**config.mk**
```make
export PLATFORM = sky130hd
export DESIGN_NAME = upload_frame_parser
export DESIGN_NICKNAME = d
export VERILOG_FILES = /design/src/rtl/upload_frame_parser_pkg.sv /design/src/rtl/upload_frame_parser_gap_timer.sv /design/src/rtl/upload_frame_parser.sv
export SDC_FILE = /design/constraint.sdc
export NUM_CORES = 1
export LEC_CHECK = 0
export BUFFER_PORTS_ARGS = -buffer_cell sky130_fd_sc_hd__buf_2
export CELL_PAD_IN_SITES_DETAIL_PLACEMENT = 1
export CELL_PAD_IN_SITES_GLOBAL_PLACEMENT = 1
export CORE_UTILIZATION = 40
export DETAILED_ROUTE_END_ITERATION = 16
export GPL_TIMING_DRIVEN = 0
export PLACE_DENSITY_LB_ADDON = 0.12
export REMOVE_ABC_BUFFERS = 1
export SETUP_SLACK_MARGIN = 0.2
export SLEW_MARGIN = 20
export SYNTH_ARGS = -nofsm -noshare
export SYNTH_HDL_FRONTEND = slang
export SYNTH_SLANG_ARGS = --single-unit
```
**constraint.sdc**
```tcl
create_clock -name clk -period 1.75 [get_ports clk]
set_input_delay 0.175 -clock clk [delete_from_list [all_inputs] [get_ports clk]]
set_output_delay 0.175 -clock clk [all_outputs]
set_load 0.05 [all_outputs]
```
**src/rtl/upload_frame_parser_pkg.sv**
```systemverilog
// Shared definitions for the upload framing protocol: sync bytes, frame
// length, parser state encoding and a saturating counter helper.
package upload_frame_parser_pkg;

   localparam logic [7:0] SYNC0     = 8'h55;
   localparam logic [7:0] SYNC1     = 8'hAA;
   localparam int         FRAME_LEN = 6;

   typedef enum logic [2:0] {
      ST_HUNT  = 3'd0,
      ST_SYNC1 = 3'd1,
      ST_CMD   = 3'd2,
      ST_D1    = 3'd3,
      ST_D2    = 3'd4,
      ST_CHK   = 3'd5
   } state_t;

   // Increment that sticks at 255 instead of wrapping.
   function automatic logic [7:0] sat_inc8(input logic [7:0] value);
      return (value == 8'hFF) ? value : value + 8'd1;
   endfunction

endpackage

```
**src/rtl/upload_frame_parser_gap_timer.sv**
```systemverilog
// Inter-byte timeout: counts enabled cycles and pulses expire on the
// GAP_CYCLES-th consecutive enabled cycle. clear has priority over enable.
module frame_gap_timer #(
   parameter int GAP_CYCLES = 40
) (
   input  logic clk,
   input  logic reset,
   input  logic clear,
   input  logic enable,
   output logic expire
);

   localparam int            CW   = (GAP_CYCLES > 1) ? $clog2(GAP_CYCLES) : 1;
   localparam logic [CW-1:0] LAST = CW'(GAP_CYCLES - 1);

   logic [CW-1:0] count_reg;
   logic [CW-1:0] count_next;

   // Fires combinationally on the last allowed idle cycle so the parser can
   // leave the frame on the same edge; a clear in that cycle suppresses it.
   assign expire = enable && !clear && (count_reg == LAST);

   // Next count: restart on clear or expiry, otherwise advance while enabled.
   always_comb begin
      count_next = count_reg;
      if (clear || expire) begin
         count_next = '0;
      end else if (enable) begin
         count_next = count_reg + CW'(1);
      end
   end

   // Count register.
   always_ff @(posedge clk or negedge reset) begin
      if (!reset) begin
         count_reg <= '0;
      end else begin
         count_reg <= count_next;
      end
   end

endmodule

```
**src/rtl/upload_frame_parser.sv**
```systemverilog
// Byte-stream parser for 6-byte upload frames (55 AA cmd d1 d2 chk).
// Publishes good frames with a one-cycle frame_valid pulse, flags checksum
// and inter-byte timeout errors, and keeps good/error frame counters.
module upload_frame_parser
   import upload_frame_parser_pkg::*;
#(
   parameter int GAP_CYCLES = 40
) (
   input  logic       clk,
   input  logic       reset,
   input  logic       rx_valid,
   input  logic [7:0] rx_byte,
   output logic       frame_valid,
   output logic [7:0] frame_cmd,
   output logic [7:0] frame_data1,
   output logic [7:0] frame_data2,
   output logic       chk_err,
   output logic       gap_err,
   output logic [7:0] good_cnt,
   output logic [7:0] err_cnt
);

   state_t     state_reg;
   state_t     state_next;

   logic [7:0] cmd_reg, cmd_next;
   logic [7:0] data1_reg, data1_next;
   logic [7:0] data2_reg, data2_next;
   logic [7:0] sum_reg, sum_next;

   logic       frame_valid_next;
   logic       chk_err_next;
   logic       gap_err_next;

   logic       gap_clear;
   logic       gap_enable;
   logic       gap_expire;

   // The gap timer only runs while a frame is in progress and idle.
   assign gap_enable = (state_reg != ST_HUNT) && !rx_valid;
   assign gap_clear  = rx_valid || (state_reg == ST_HUNT);

   frame_gap_timer #(
      .GAP_CYCLES (GAP_CYCLES)
   ) u_gap_timer (
      .clk    (clk),
      .reset  (reset),
      .clear  (gap_clear),
      .enable (gap_enable),
      .expire (gap_expire)
   );

   // Next-state, staging capture, running checksum and pulse decisions.
   always_comb begin
      state_next       = state_reg;
      cmd_next         = cmd_reg;
      data1_next       = data1_reg;
      data2_next       = data2_reg;
      sum_next         = sum_reg;
      frame_valid_next = 1'b0;
      chk_err_next     = 1'b0;
      gap_err_next     = 1'b0;

      if (rx_valid) begin
         case (state_reg)
            ST_HUNT: begin
               if (rx_byte == SYNC0) state_next = ST_SYNC1;
            end
            ST_SYNC1: begin
               if (rx_byte == SYNC1) begin
                  state_next = ST_CMD;
               end else if (rx_byte == SYNC0) begin
                  state_next = ST_SYNC1;
               end else begin
                  state_next = ST_HUNT;
               end
            end
            ST_CMD: begin
               cmd_next   = rx_byte;
               sum_next   = rx_byte;
               state_next = ST_D1;
            end
            ST_D1: begin
               data1_next = rx_byte;
               sum_next   = sum_reg + rx_byte;
               state_next = ST_D2;
            end
            ST_D2: begin
               data2_next = rx_byte;
               sum_next   = sum_reg + rx_byte;
               state_next = ST_CHK;
            end
            ST_CHK: begin
               if (rx_byte == sum_reg) begin
                  frame_valid_next = 1'b1;
               end else begin
                  chk_err_next = 1'b1;
               end
               state_next = ST_HUNT;
            end
            default: state_next = ST_HUNT;
         endcase
      end else if (gap_expire) begin
         // A byte in the expiry cycle never reaches here, so it wins.
         state_next   = ST_HUNT;
         gap_err_next = 1'b1;
      end
   end

   // FSM state register.
   always_ff @(posedge clk or negedge reset) begin
      if (!reset) begin
         state_reg <= ST_HUNT;
      end else begin
         state_reg <= state_next;
      end
   end

   // Staging registers, published frame fields, pulses and counters.
   always_ff @(posedge clk or negedge reset) begin
      if (!reset) begin
         cmd_reg     <= 8'd0;
         data1_reg   <= 8'd0;
         data2_reg   <= 8'd0;
         sum_reg     <= 8'd0;
         frame_valid <= 1'b0;
         chk_err     <= 1'b0;
         gap_err     <= 1'b0;
         frame_cmd   <= 8'd0;
         frame_data1 <= 8'd0;
         frame_data2 <= 8'd0;
         good_cnt    <= 8'd0;
         err_cnt     <= 8'd0;
      end else begin
         cmd_reg     <= cmd_next;
         data1_reg   <= data1_next;
         data2_reg   <= data2_next;
         sum_reg     <= sum_next;
         frame_valid <= frame_valid_next;
         chk_err     <= chk_err_next;
         gap_err     <= gap_err_next;
         if (frame_valid_next) begin
            frame_cmd   <= cmd_reg;
            frame_data1 <= data1_reg;
            frame_data2 <= data2_reg;
            good_cnt    <= good_cnt + 8'd1;
         end
         if (chk_err_next || gap_err_next) begin
            err_cnt <= sat_inc8(err_cnt);
         end
      end
   end

endmodule
```
Yosys cells after proc, flatten, opt, wreduce, memory -nomap -nowiden

Index checks and enable logic that the tools add are counted.

$add $sub $neg: 4
Equal/unequal tests: 11
Mux-type cells: 17
Bitwise logic cells: 1
Reduce and logical (&&, ||, !) cells: 20

Operators by type and width:

| kind                                                                  | number |
|---|---|
| 8-bit by 1-bit adder with 8-bit output, second input constant         | 2 |
| 8-bit equality test, second input constant                            | 2 |
| 8-bit one-hot mux with 2 select lines                                 | 1 |
| 3-bit one-hot mux with 5 select lines                                 | 1 |
| 6-bit two-way mux                                                     | 2 |
| 2-bit AND reduction                                                   | 6 |
| 1-bit two-way mux                                                     | 9 |
| 3-bit two-way mux                                                     | 3 |
| 8-bit adder                                                           | 1 |
| 8-bit by 7-bit equality test with 1-bit output, second input constant | 1 |
| 8-bit equality test                                                   | 1 |
| 6-bit by 1-bit adder with 6-bit output, second input constant         | 1 |
| 3-bit by 2-bit equality test with 1-bit output, second input constant | 2 |
| 3-bit equality test, second input constant                            | 2 |
| 6-bit equality test, second input constant                            | 1 |
| 2-bit nonzero test                                                    | 3 |
| 3-bit by 1-bit equality test with 1-bit output, second input constant | 1 |
| 1-bit logical AND                                                     | 3 |
| 3-bit zero test                                                       | 1 |
| 1-bit logical OR                                                      | 3 |
| 3-bit by 2-bit != test with 1-bit output, second input constant       | 1 |
| 3-bit nonzero test                                                    | 1 |
| 1-bit zero test                                                       | 2 |
| 2-bit two-way mux                                                     | 1 |
| 2 further kinds                                                       | 2 |

Flip-flop bits (word level): 84
Input bits: 11
Logic and storage cells: 67

Longest topological paths before layout

Depth after elaboration: 9
Mapped depth: 9

Modules after synthesis

From an unflattened synthesis, not the netlist that was laid out.

Cells, all modules: 380
Area, all modules: 4021.4 µm²

By module, submodules not included:

| module              | times used | cells an instance | area an instance (µm²) | seq. area each (µm²) |
|---|---|---|---|---|
| upload_frame_parser | 1          | 347               | 3686.0                 | 1951.9 |
| frame_gap_timer     | 1          | 33                | 335.3                  | 150.1 |

Worst setup path before layout

OpenSTA, ideal clock, no wires.

Kind: register to register
From: register sum_reg[1]
To: register good_cnt[3]
Library setup time: 0.142 ns
Arrival time: 1.797 ns
Required time: 1.608 ns
Setup slack: -0.189 ns
Stages on the path, launching flop included: 9
Clock period less this slack: 1.939 ns
Path through: dfrtp_1 > ha_1 > nor4_2 > nand3_1 > or2_1 > buf_6 > inv_2 > nand4_1 > xnor2_1

Word-level cells in the longest chain between the ends: 4

Ends and longest elaborated chain:

| what                   | RTL line                   | source |
|---|---|---|
| start, declared        | upload_frame_parser.sv:29  | `logic [7:0] sum_reg, sum_next;` |
| start signal, assigned | upload_frame_parser.sv:138 | `sum_reg <= sum_next;` |
| 8-bit equality test    | upload_frame_parser.sv:94  | `if (rx_byte == sum_reg) begin` |
| 1-bit two-way mux      | upload_frame_parser.sv:94  |  |
| 1-bit two-way mux      | upload_frame_parser.sv:65  | `case (state_reg)` |
| 1-bit two-way mux      | upload_frame_parser.sv:64  | `if (rx_valid) begin` |
| end signal, assigned   | upload_frame_parser.sv:146 | `good_cnt <= good_cnt + 8'd1;` |
| end, declared          | upload_frame_parser.sv:19  | `output logic [7:0] good_cnt,` |

Every way passes these cells.
A chain may end at the register's enable or synchronous reset.

Worst setup path after layout

From: register sum_reg[1]
To: register err_cnt[1]

Word-level cells in the longest chain between the ends: 6

Ends and longest elaborated chain:

| what                          | RTL line                   | source |
|---|---|---|
| 8-bit equality test           | upload_frame_parser.sv:94  |  |
| 1-bit two-way mux             | upload_frame_parser.sv:94  |  |
| 1-bit two-way mux             | upload_frame_parser.sv:65  |  |
| 1-bit two-way mux             | upload_frame_parser.sv:64  |  |
| named net chk_err_next        | upload_frame_parser.sv:32  | `logic chk_err_next;` |
| 1-bit logical OR              | upload_frame_parser.sv:148 | `if (chk_err_next \|\| gap_err_next) begin` |
| 2-bit AND reduction (no line) | --                         |  |
| end signal, assigned          | upload_frame_parser.sv:149 | `err_cnt <= sat_inc8(err_cnt);` |
| end, declared                 | upload_frame_parser.sv:20  | `output logic [7:0] err_cnt` |

The timed path passes the listed nets, and every way through them passes these cells.

==> reports/results.ini <==
[sta]
finalCritPeriodShare_pct = 117
drv_slew = 0
rsz0062_at_grt = true
skew_ns = 0.00489
worst_slack_ns = -0.299
period_minus_slack_ns = 2.05
setup_violations = 43
tightest_slew_ns = 0.509
slew_headroom_pct = 66.1
fmax_mhz = 488
hold_violations = 0

[synth]
synthArstFlopShare_pct = 100
synth_common_cells = 94 x nand2_1, 84 x dfrtp_1, 22 x mux2_2
yosysWarnings = 0
syn-instance-count = 383
synth_seq_cells = 84
synth_area_mm2 = 0.00397
synth_top_area_share_pct = 53.0
ys_top_cells_by_area = dfrtp_1 53%, nand2_1 8.9%, mux2_2 6.2%
syn_area_per_cell_um2 = 10.4
seq_area_frac_synth_pct = 53.0
synthDistinctLibCells = 59
synth.most_common_cell = nand2_1
synth_edf_count = 0
ys.flop_type = dfrtp_1
synth_area_leader_cell = dfrtp_1

[clock_tree]
clockBufferDepth = 2
tritoncts = built
cts_buffers = 9
cts-root-buf = clkbuf_8
clk_latency_ns = 0.35
clock-sinks = 84
clkTransAtPathRegs_ns = 0.09
h-tree-depth = 3

[worst_setup_path]
worstPathRequired_ns = 1.99
crit_type = reg -> reg
startpoint = sum_reg[1]
worstPathArrival_ns = 2.29
crit_fanout = 4
reg2reg_from = sum_reg[1]
startpoint_type = flop
worst_setup_path_end_kind = flop

[power_and_ir_drop]
internal-power_mw = 2.79
irDropWorstVdd_v = 0.000320
power_mw = 3.69
comb_power_share_pct = 6.9
swShare_pct = 24.4
p_switching_mw = 0.902
leakage_nw = 2.90
p_clk_share_pct = 39.9
seq_power_share_pct = 53.3
power.density_mw_per_mm2 = 655

[floorplan]
io_pins = 54
core_area_mm2 = 0.00942
design.die.area_mm2 = 0.0103
start_util_pct = 42.1
row_count = 35
die-width_um = 102
die-height_um = 102

[grt]
antenna_found_initial = 0
grtUsageTotal_pct = 22.4
grt_pass1_wl_mm = 17.1
grt_overflow = 0
first_global_vias = 3254
grt_max_degree = 51

[detailed_routing]
route.detailed.drc = 0
wl_mm = 11.7
ant_nets = 0
viasPerCell = 5.31
wl_per_cell_um = 19.0
detail_route.iter0.violations = 144
drt_pass1_iterations = 4
vias = 3280

[status]
violations = negative setup slack
status = finished with violations

[layout]
nNetsFinal = 506
area_growth_pct = 42.1
num_antenna_cells = 0
drive_above_1_share_pct = 50.1
utilization_pct = 59.9

[flow_run]
timing.max_cap.violations = 0

[hold_path]
min_from = rx_byte[4]
holdCritPathClass = in -> reg

[placement]
routabilityCongestion = 0.875
dp_hpwl_mm = 6.03
port_buffers = 53

==> what timing repair did <==
item,in CTS,in global routing
buffers inserted,28,18
gates resized for setup,104,70
endpoints found under the hold margin,34,0
cloned,4,1
pin swaps,57,36
hold buffers,1,0
setup endpoints to repair,74,80
==> cells in the final DEF (no fill, tap or decap), drive strengths merged, types with 3 or more instances in the layout <==
cell type,instances
nand2,94
nand4b,3
a31oi,3
nand4,5
nor3,10
buf,102
nand3,13
xor2,5
or2,5
nor4,5
dfrtp,84
a21oi,5
nor2,16
clkbuf,11
inv,12
ha,10
nor2b,4
nand2b,4
xnor2,12
mux2,24
o21ai,26
clkinv,3
==> cell type report <==
class,count,area (um2)
Timing Repair Buffer,103,763
Inverter,11,48.8
Tap cell,129,161
Sequential cell,84,2110
Clock inverter,5,58.8
Timing Repair inverter,2,32.5
Clock buffer,11,151
Multi-Input combinational cell,273,2320
Fill cell,1014,3780
==> metrics by stage <==
stage	setup WS [ns]	TNS, ns	area [um2]	hold WS, ns	std cells
finish	-0.299	-6.35	5640	0.186	618
global route	-0.339	-8.48	5640	0.190	618
global placement	-1.65	-84.90	4290	0.441	548
CTS	-0.244	-7.32	5230	0.155	599
detailed placement	-0.953	-32.59	4360	0.177	550
floorplan	-0.681	-22.80	3870	-0.121	366
==> per-layer routing <==
metal / vias to the layer above / track usage (%) / share of wire [%]
li1: 1516 / - / -
met1: 1671 / 29.7 / 43
met2: 79 / 37.3 / 52
met3: 14 / 4.28 / 3.5
met4: 0 / 6.69 / 1.1
met5: - / 0 / 0
==> logic make-up after synthesis <==
group           Yosys count  share of synthesized area [%]
compound gates           47                           7.44
xor+xnor                 17                           3.75
fa+ha+maj                11                           3.66
flops                    84                           53.0
simple gates            170                           21.2
mux                      26                           7.41
buf+inv                  28                           3.56
==> final timing paths <==
path,end,slack (ns),cells after the start
worst max-delay path,err_cnt[1],-0.30,7
worst min-delay path,sum_reg[4],0.19,3
worst max register to register,err_cnt[1],-0.30,7
worst min register to register,u_gap_timer.count_reg[0],0.46,1
max in group asynchronous,state_reg[2],0.76,3
min in group asynchronous,good_cnt[6],0.36,2
==> critical path, cell delays in order (launching register included) <==
cell and delay, ns:
dfrtp_1 0.43, ha_4 0.24, nor4_4 0.30, buf_4 0.17, a31oi_4 0.10, or2_4 0.29
o21ai_4 0.08, mux2_4 0.31
==> power by group through the flow <==
stage	registers [mW]	logic [mW]	clock network, mW
finish	1.97	0.254	1.47
global route	1.97	0.276	1.58
CTS	1.96	0.224	1.51
detailed placement	2.00	0.183	0
global placement	2.00	0.168	0
floorplan	2.00	0.0762	0
Note: power is estimated with default switching activity, not from simulation.
